### config.mk
export PLATFORM = sky130hd
export DESIGN_NAME = series_batch_sequencer
export DESIGN_NICKNAME = d
export VERILOG_FILES = /design/src/rtl/series_seq_pkg.sv /design/src/rtl/series_seq_fifo.sv /design/src/rtl/series_batch_sequencer.sv
export SDC_FILE = /design/constraint.sdc
export NUM_CORES = 1
export LEC_CHECK = 0
export ABC_AREA = 1
export CORE_ASPECT_RATIO = 1.4
export CORE_UTILIZATION = 55
export CTS_CLUSTER_SIZE = 16
export DETAILED_ROUTE_END_ITERATION = 8
export GPL_TIMING_DRIVEN = 0
export HOLD_SLACK_MARGIN = 0.05
export PLACE_DENSITY = 0.79
export SLEW_MARGIN = 20
export SYNTH_ARGS = -nofsm -noshare
export SYNTH_HDL_FRONTEND = slang
export SYNTH_HIERARCHICAL = 1
export SYNTH_SLANG_ARGS = --single-unit
### constraint.sdc
create_clock -name clock -period 6.7 [get_ports clock]
set_clock_uncertainty 0.05 [all_clocks]
set_input_delay 1.34 -clock clock [delete_from_list [all_inputs] [get_ports clock]]
set_output_delay 1.34 -clock clock [all_outputs]
set_load 0.01 [all_outputs]
### src/rtl/series_seq_pkg.sv
// Shared types and default widths for the series batch sequencer and its FIFO.
package series_seq_pkg;

  localparam int STATE_W     = 2;
  localparam int DEF_DATA_W  = 16;
  localparam int DEF_RES_W   = 16;
  localparam int DEF_DEPTH   = 4;
  localparam int DEF_TIMEOUT = 1024;

  typedef enum logic [STATE_W-1:0] {
    IDLE      = 2'd0,
    ISSUE     = 2'd1,
    WAIT_BUSY = 2'd2,
    WAIT_DONE = 2'd3
  } seq_state_e;

endpackage

### src/rtl/series_seq_fifo.sv
// First-word-fall-through operand FIFO; the head entry is visible on rdata whenever the FIFO is not empty.
module series_seq_fifo
  import series_seq_pkg::*;
#(
  parameter int WIDTH = DEF_DATA_W,
  parameter int DEPTH = DEF_DEPTH,
  localparam int PTR_W = $clog2(DEPTH),
  localparam int CNT_W = PTR_W + 1
) (
  input  logic             clock,
  input  logic             reset,
  input  logic             push,
  input  logic             pop,
  input  logic [WIDTH-1:0] wdata,
  output logic [WIDTH-1:0] rdata,
  output logic [CNT_W-1:0] count,
  output logic             full,
  output logic             empty
);

  logic [WIDTH-1:0] mem_r [DEPTH];
  logic [PTR_W-1:0] wr_ptr_r;
  logic [PTR_W-1:0] rd_ptr_r;
  logic [CNT_W-1:0] count_r;
  logic             push_s;
  logic             pop_s;

  // Overflow/underflow requests are ignored so the pointers can never be corrupted.
  assign push_s = push & ~full;
  assign pop_s  = pop & ~empty;

  assign full  = (count_r == CNT_W'(DEPTH));
  assign empty = (count_r == '0);
  assign count = count_r;
  assign rdata = mem_r[rd_ptr_r];

  // Storage array: written on push only, no reset needed since count gates visibility.
  always_ff @(posedge clock) begin
    if (push_s) begin
      mem_r[wr_ptr_r] <= wdata;
    end
  end

  // Pointers and occupancy; pointers wrap naturally because DEPTH is a power of two.
  always_ff @(posedge clock) begin
    if (reset) begin
      wr_ptr_r <= '0;
      rd_ptr_r <= '0;
      count_r  <= '0;
    end else begin
      if (push_s) begin
        wr_ptr_r <= wr_ptr_r + 1'b1;
      end
      if (pop_s) begin
        rd_ptr_r <= rd_ptr_r + 1'b1;
      end
      case ({push_s, pop_s})
        2'b10:   count_r <= count_r + 1'b1;
        2'b01:   count_r <= count_r - 1'b1;
        default: count_r <= count_r;
      endcase
    end
  end

endmodule

### src/rtl/series_batch_sequencer.sv
// Feeds buffered operands to the series unit one start pulse at a time and holds each result for the consumer.
// Optional watchdog with sticky timeout_err port: define SEQ_WATCHDOG_EN.
module series_batch_sequencer
  import series_seq_pkg::*;
#(
  parameter int DATA_W         = DEF_DATA_W,
  parameter int RES_W          = DEF_RES_W,
  parameter int DEPTH          = DEF_DEPTH,
  parameter int TIMEOUT_CYCLES = DEF_TIMEOUT
) (
  input  logic                   clock,
  input  logic                   reset,
  input  logic                   in_valid,
  output logic                   in_ready,
  input  logic [DATA_W-1:0]      in_data,
  output logic                   core_start,
  output logic [DATA_W-1:0]      core_x,
  input  logic                   core_ready,
  input  logic [RES_W-1:0]       core_result,
  output logic                   out_valid,
  input  logic                   out_ready,
  output logic [RES_W-1:0]       out_data,
  output logic                   busy,
`ifdef SEQ_WATCHDOG_EN
  output logic                   timeout_err,
`endif
  output logic [$clog2(DEPTH):0] fifo_count
);

  localparam int CNT_W = $clog2(DEPTH) + 1;

  seq_state_e        state_r;
  seq_state_e        state_s;
  logic              push_s;
  logic              pop_s;
  logic              capture_s;
  logic              wd_hit_s;
  logic [DATA_W-1:0] head_s;
  logic [CNT_W-1:0]  count_s;
  logic              full_s;
  logic              empty_s;
  logic              core_start_r;
  logic [DATA_W-1:0] core_x_r;
  logic              out_valid_r;
  logic [RES_W-1:0]  out_data_r;
  logic              busy_r;

  // in_ready is held low during reset and never looks at a same-cycle pop.
  assign in_ready = ~reset & ~full_s;
  assign push_s   = in_valid & in_ready;

  series_seq_fifo #(
    .WIDTH (DATA_W),
    .DEPTH (DEPTH)
  ) u_fifo (
    .clock (clock),
    .reset (reset),
    .push  (push_s),
    .pop   (pop_s),
    .wdata (in_data),
    .rdata (head_s),
    .count (count_s),
    .full  (full_s),
    .empty (empty_s)
  );

`ifdef SEQ_WATCHDOG_EN
  localparam int WD_W = $clog2(TIMEOUT_CYCLES) + 1;

  logic [WD_W-1:0] wd_r;
  logic            timeout_err_r;

  assign wd_hit_s    = (wd_r == WD_W'(TIMEOUT_CYCLES - 1));
  assign timeout_err = timeout_err_r;

  // Watchdog: restarts on each issue, counts while waiting on the series unit; error flag is sticky.
  always_ff @(posedge clock) begin
    if (reset) begin
      wd_r          <= '0;
      timeout_err_r <= 1'b0;
    end else begin
      if (state_s == ISSUE) begin
        wd_r <= '0;
      end else if (((state_r == WAIT_BUSY) || (state_r == WAIT_DONE)) && !wd_hit_s) begin
        wd_r <= wd_r + 1'b1;
      end
      if (((state_r == WAIT_BUSY) || (state_r == WAIT_DONE)) && wd_hit_s) begin
        timeout_err_r <= 1'b1;
      end
    end
  end
`else
  assign wd_hit_s = 1'b0;
`endif

  // Next-state decode; a watchdog expiry wins over a same-cycle completion and drops the operand.
  always_comb begin
    state_s   = state_r;
    pop_s     = 1'b0;
    capture_s = 1'b0;
    case (state_r)
      IDLE: begin
        if (!empty_s && core_ready && !out_valid_r) begin
          state_s = ISSUE;
          pop_s   = 1'b1;
        end else begin
          state_s = IDLE;
        end
      end
      ISSUE: begin
        state_s = WAIT_BUSY;
      end
      WAIT_BUSY: begin
        if (wd_hit_s) begin
          state_s = IDLE;
        end else if (!core_ready) begin
          state_s = WAIT_DONE;
        end else begin
          state_s = WAIT_BUSY;
        end
      end
      WAIT_DONE: begin
        if (wd_hit_s) begin
          state_s = IDLE;
        end else if (core_ready) begin
          state_s   = IDLE;
          capture_s = 1'b1;
        end else begin
          state_s = WAIT_DONE;
        end
      end
      default: begin
        state_s = IDLE;
      end
    endcase
  end

  // State and registered outputs; core_start and busy are decoded from the next state so they align with it.
  always_ff @(posedge clock) begin
    if (reset) begin
      state_r      <= IDLE;
      core_start_r <= 1'b0;
      core_x_r     <= '0;
      out_valid_r  <= 1'b0;
      out_data_r   <= '0;
      busy_r       <= 1'b0;
    end else begin
      state_r      <= state_s;
      core_start_r <= (state_s == ISSUE);
      busy_r       <= (state_s != IDLE);
      if (pop_s) begin
        core_x_r <= head_s;
      end
      if (capture_s) begin
        out_valid_r <= 1'b1;
        out_data_r  <= core_result;
      end else if (out_valid_r && out_ready) begin
        out_valid_r <= 1'b0;
      end
    end
  end

  assign core_start = core_start_r;
  assign core_x     = core_x_r;
  assign out_valid  = out_valid_r;
  assign out_data   = out_data_r;
  assign busy       = busy_r;
  assign fifo_count = count_s;

endmodule

==> flow_summary.yaml <==
synthesis:
  yosysWarnings: 6
  synth_seq_cells: 110
  avgSynthCellArea_sq_um: 10.4
  syn_nets: 464
  synthesis.area_sq_mm: 0.00437
  yosysTopAreaCell: "edfxtp_1"
  yosysTopAreaCellShare: 0.440
  ys_types: 26
  synth_area_leaders: "edfxtp_1, dfxtp_1, nor2_1"
  synth.yosys.seq_area_share: 0.650
  synth_cells: 421
floorplanning:
  start_util: 0.568
  core.rowCount: 38
  fp.dieH_microns: 107
  ios: 76
  core_area_sq_mm: 0.00770
  die_w_microns: 77.4
  dieArea_sq_mm: 0.00831
flow_run:
  maxCapViolations: 0
global_routing:
  grt_pass1_wl_microns: 14800
  grt_max_degree: 18
  grtUsageTotal: 0.239
  grt_overflow: 0
  grt_pass1_vias: 3054
  antenna_found_initial: 0
cts:
  clk_latency_ps: 380
  path_clk_slew_ps: 90
  hold_buffers: 0
  cts_buffer_depth: 2
  cts_buffers: 9
  post_cts_resize_count: 0
  cts_root_buffer: "clkbuf_8"
  cts_tree: "built"
  post_cts_buffers: 0
  cts_max_level: 3
  cts_sinks: 110
status:
  violations: "DRC"
  status: "complete, but fails checks"
placed_design:
  hpwl_microns: 6590
  dp_slack_ps: 2690
  gp_congestion: 0.761
  numPortBuffers: 75
worst_setup_path:
  crit_chain: "clkdlybuf4s50_1, nor2_1, clkdlybuf4s50_1"
  max_stage_delay_ps: 580
  start_kind: "input port"
  r2r-end: "u_fifo/count[2]$_SDFFE_PP0P_"
  crit_family: "buffers and inverters"
  end_kind: "output pin"
  crit_required_ps: 5310
  cpMaxStageDelayCell: "clkdlybuf4s50_1"
  reg2reg_depth: 18
  reg2reg_from: "u_fifo/count[1]$_SDFFE_PP0P_"
  cp_common_cell: "clkdlybuf4s50_1"
  path_buf_inv: 2
  reg2reg_slack_ps: 4150
  crit_fanout: 9
  worstPathArrival_ps: 2630
  crit_type: "input port to output pin"
final_layout:
  diodes: 0
  final_common_cell: "clkdlybuf4s50_1"
  mostFrequentLayoutCells: "clkdlybuf4s50_1, edfxtp_1, inv_1"
  utilization: 0.713
  fin_nets: 554
  syn_to_final_growth_pct: 25.6
  drive_gt1_frac: 0.128
routing:
  drt_iter0_drc: 238
  drt-total-wl_microns: 9170
  post-route-drc-count: 1
  wl_per_cell_microns: 14.9
  viasPerCell: 5.21
  dr.pass1.iters: 7
  ant_nets: 0
  vias: 3210
sta:
  period_needed_ps: 4020
  fmax_ghz: 0.249
  finalWorstSetupSlack_ps: 2680
  grt_setup_unrepaired: "no"
  relSlewSlack: 0.625
  finalHoldViolCount: 0
  setup_violations: 0
  tns_ps: 0
  slew_violations: 0
  worst_pin_slew_ps: 561
  period_share: 0.599
pwr:
  cellPowerDensity_mw_per_mm2: 251
  ir_drop_mv: 0.178
  p_leak_nw: 2.05
min_path:
  holdCritStartpoint: "out_data[6]$_SDFFE_PP0P_"
  hp-class: "register to register"
  hold_depth: 2
  hold_end: "out_data[6]$_SDFFE_PP0P_"
cells in the mapped netlist, drive strengths merged:
| cell | instances |
|---|---|
| nand2 | 36 |
| nand4 | 16 |
| buf | 13 |
| a21oi | 22 |
| o21ai | 50 |
| nand3 | 8 |
| edfxtp | 64 |
| nor2 | 79 |
| o22ai | 16 |
| dfxtp | 46 |
| nor3b | 1 |
| inv | 58 |
| ha | 5 |
| fa | 1 |
| clkbuf | 5 |
| or2 | 1 |
layer usage:
layer / GRT usage / routed length [microns] / up-vias
li1: - / - / 1599
met1: 0.277 / 3740 / 1473
met2: 0.412 / 4730 / 123
met3: 0.0381 / 485 / 15
met4: 0.150 / 218 / 0
met5: 0 / 0 / -
registers in the layout, indices dropped and copies added (netlist names), named ones only:
| name | count |
|---|---|
| busy | 1 |
| core_start | 1 |
| core_x | 16 |
| out_data | 16 |
| out_valid | 1 |
| state_r | 2 |
| u_fifo/count | 3 |
| u_fifo/mem_r | 64 |
| u_fifo/rd_ptr_r | 2 |
| u_fifo/wr_ptr_r | 2 |
final cells by class:
type | count | area (sq um)
timing repair buffer | 79 | 796
tap | 100 | 125
sequential | 110 | 2840
buffer | 18 | 93.8
inverter | 58 | 218
multi-input combinational | 235 | 1230
clock buffer | 11 | 131
clock inverter | 5 | 58.8
fill | 561 | 2210
how the worst max path moves through the flow:
stage | start | end | slack, ps | cells past startpoint
floorplan | core_ready | u_fifo/count[2]$_SDFFE_PP0P_ | 3720 | 14
global placement | reset | u_fifo/mem_r[0][8]$_DFFE_PP_ | 2510 | 4
detailed placement | reset | in_ready | 2690 | 3
CTS | reset | in_ready | 2690 | 3
global route | reset | in_ready | 2620 | 3
finish | reset | in_ready | 2680 | 3
cell families (layout without fill, tap and decap cells):
kind of cell,after synthesis,in the layout,synth area share
fa+ha+maj,6,6,0.0189
compound gates,88,88,0.105
buf+inv,76,171,0.0713
flops,110,110,0.650
simple gates,141,141,0.154
tightest hold or removal path: stages (launching register included):
cell and delay [ps]:
dfxtp_1 320, inv_1 50, a21oi_1 50
power by group:
part / switching, W / leakage (nW) / total (W) / internal [W]
clock network: 0.000215 / 0.0899 / 0.000389 / 0.000174
registers: 0.0000181 / 0.955 / 0.000764 / 0.000746
logic: 0.000121 / 1.00 / 0.000223 / 0.000102
metrics by stage:
stage	hold slack (ps)	std cells	area [sq um]	power, W
6_report	403	616	5490	0.00138
5_1_grt	434	616	5490	0.00144
4_1_cts	401	616	5490	0.00138
3_5_place_dp	388	600	5300	0.00100
3_3_place_gp	381	596	5250	0.000993
2_1_floorplan	409	421	4370	0.000903
Note: power is estimated with default switching activity, not from simulation.
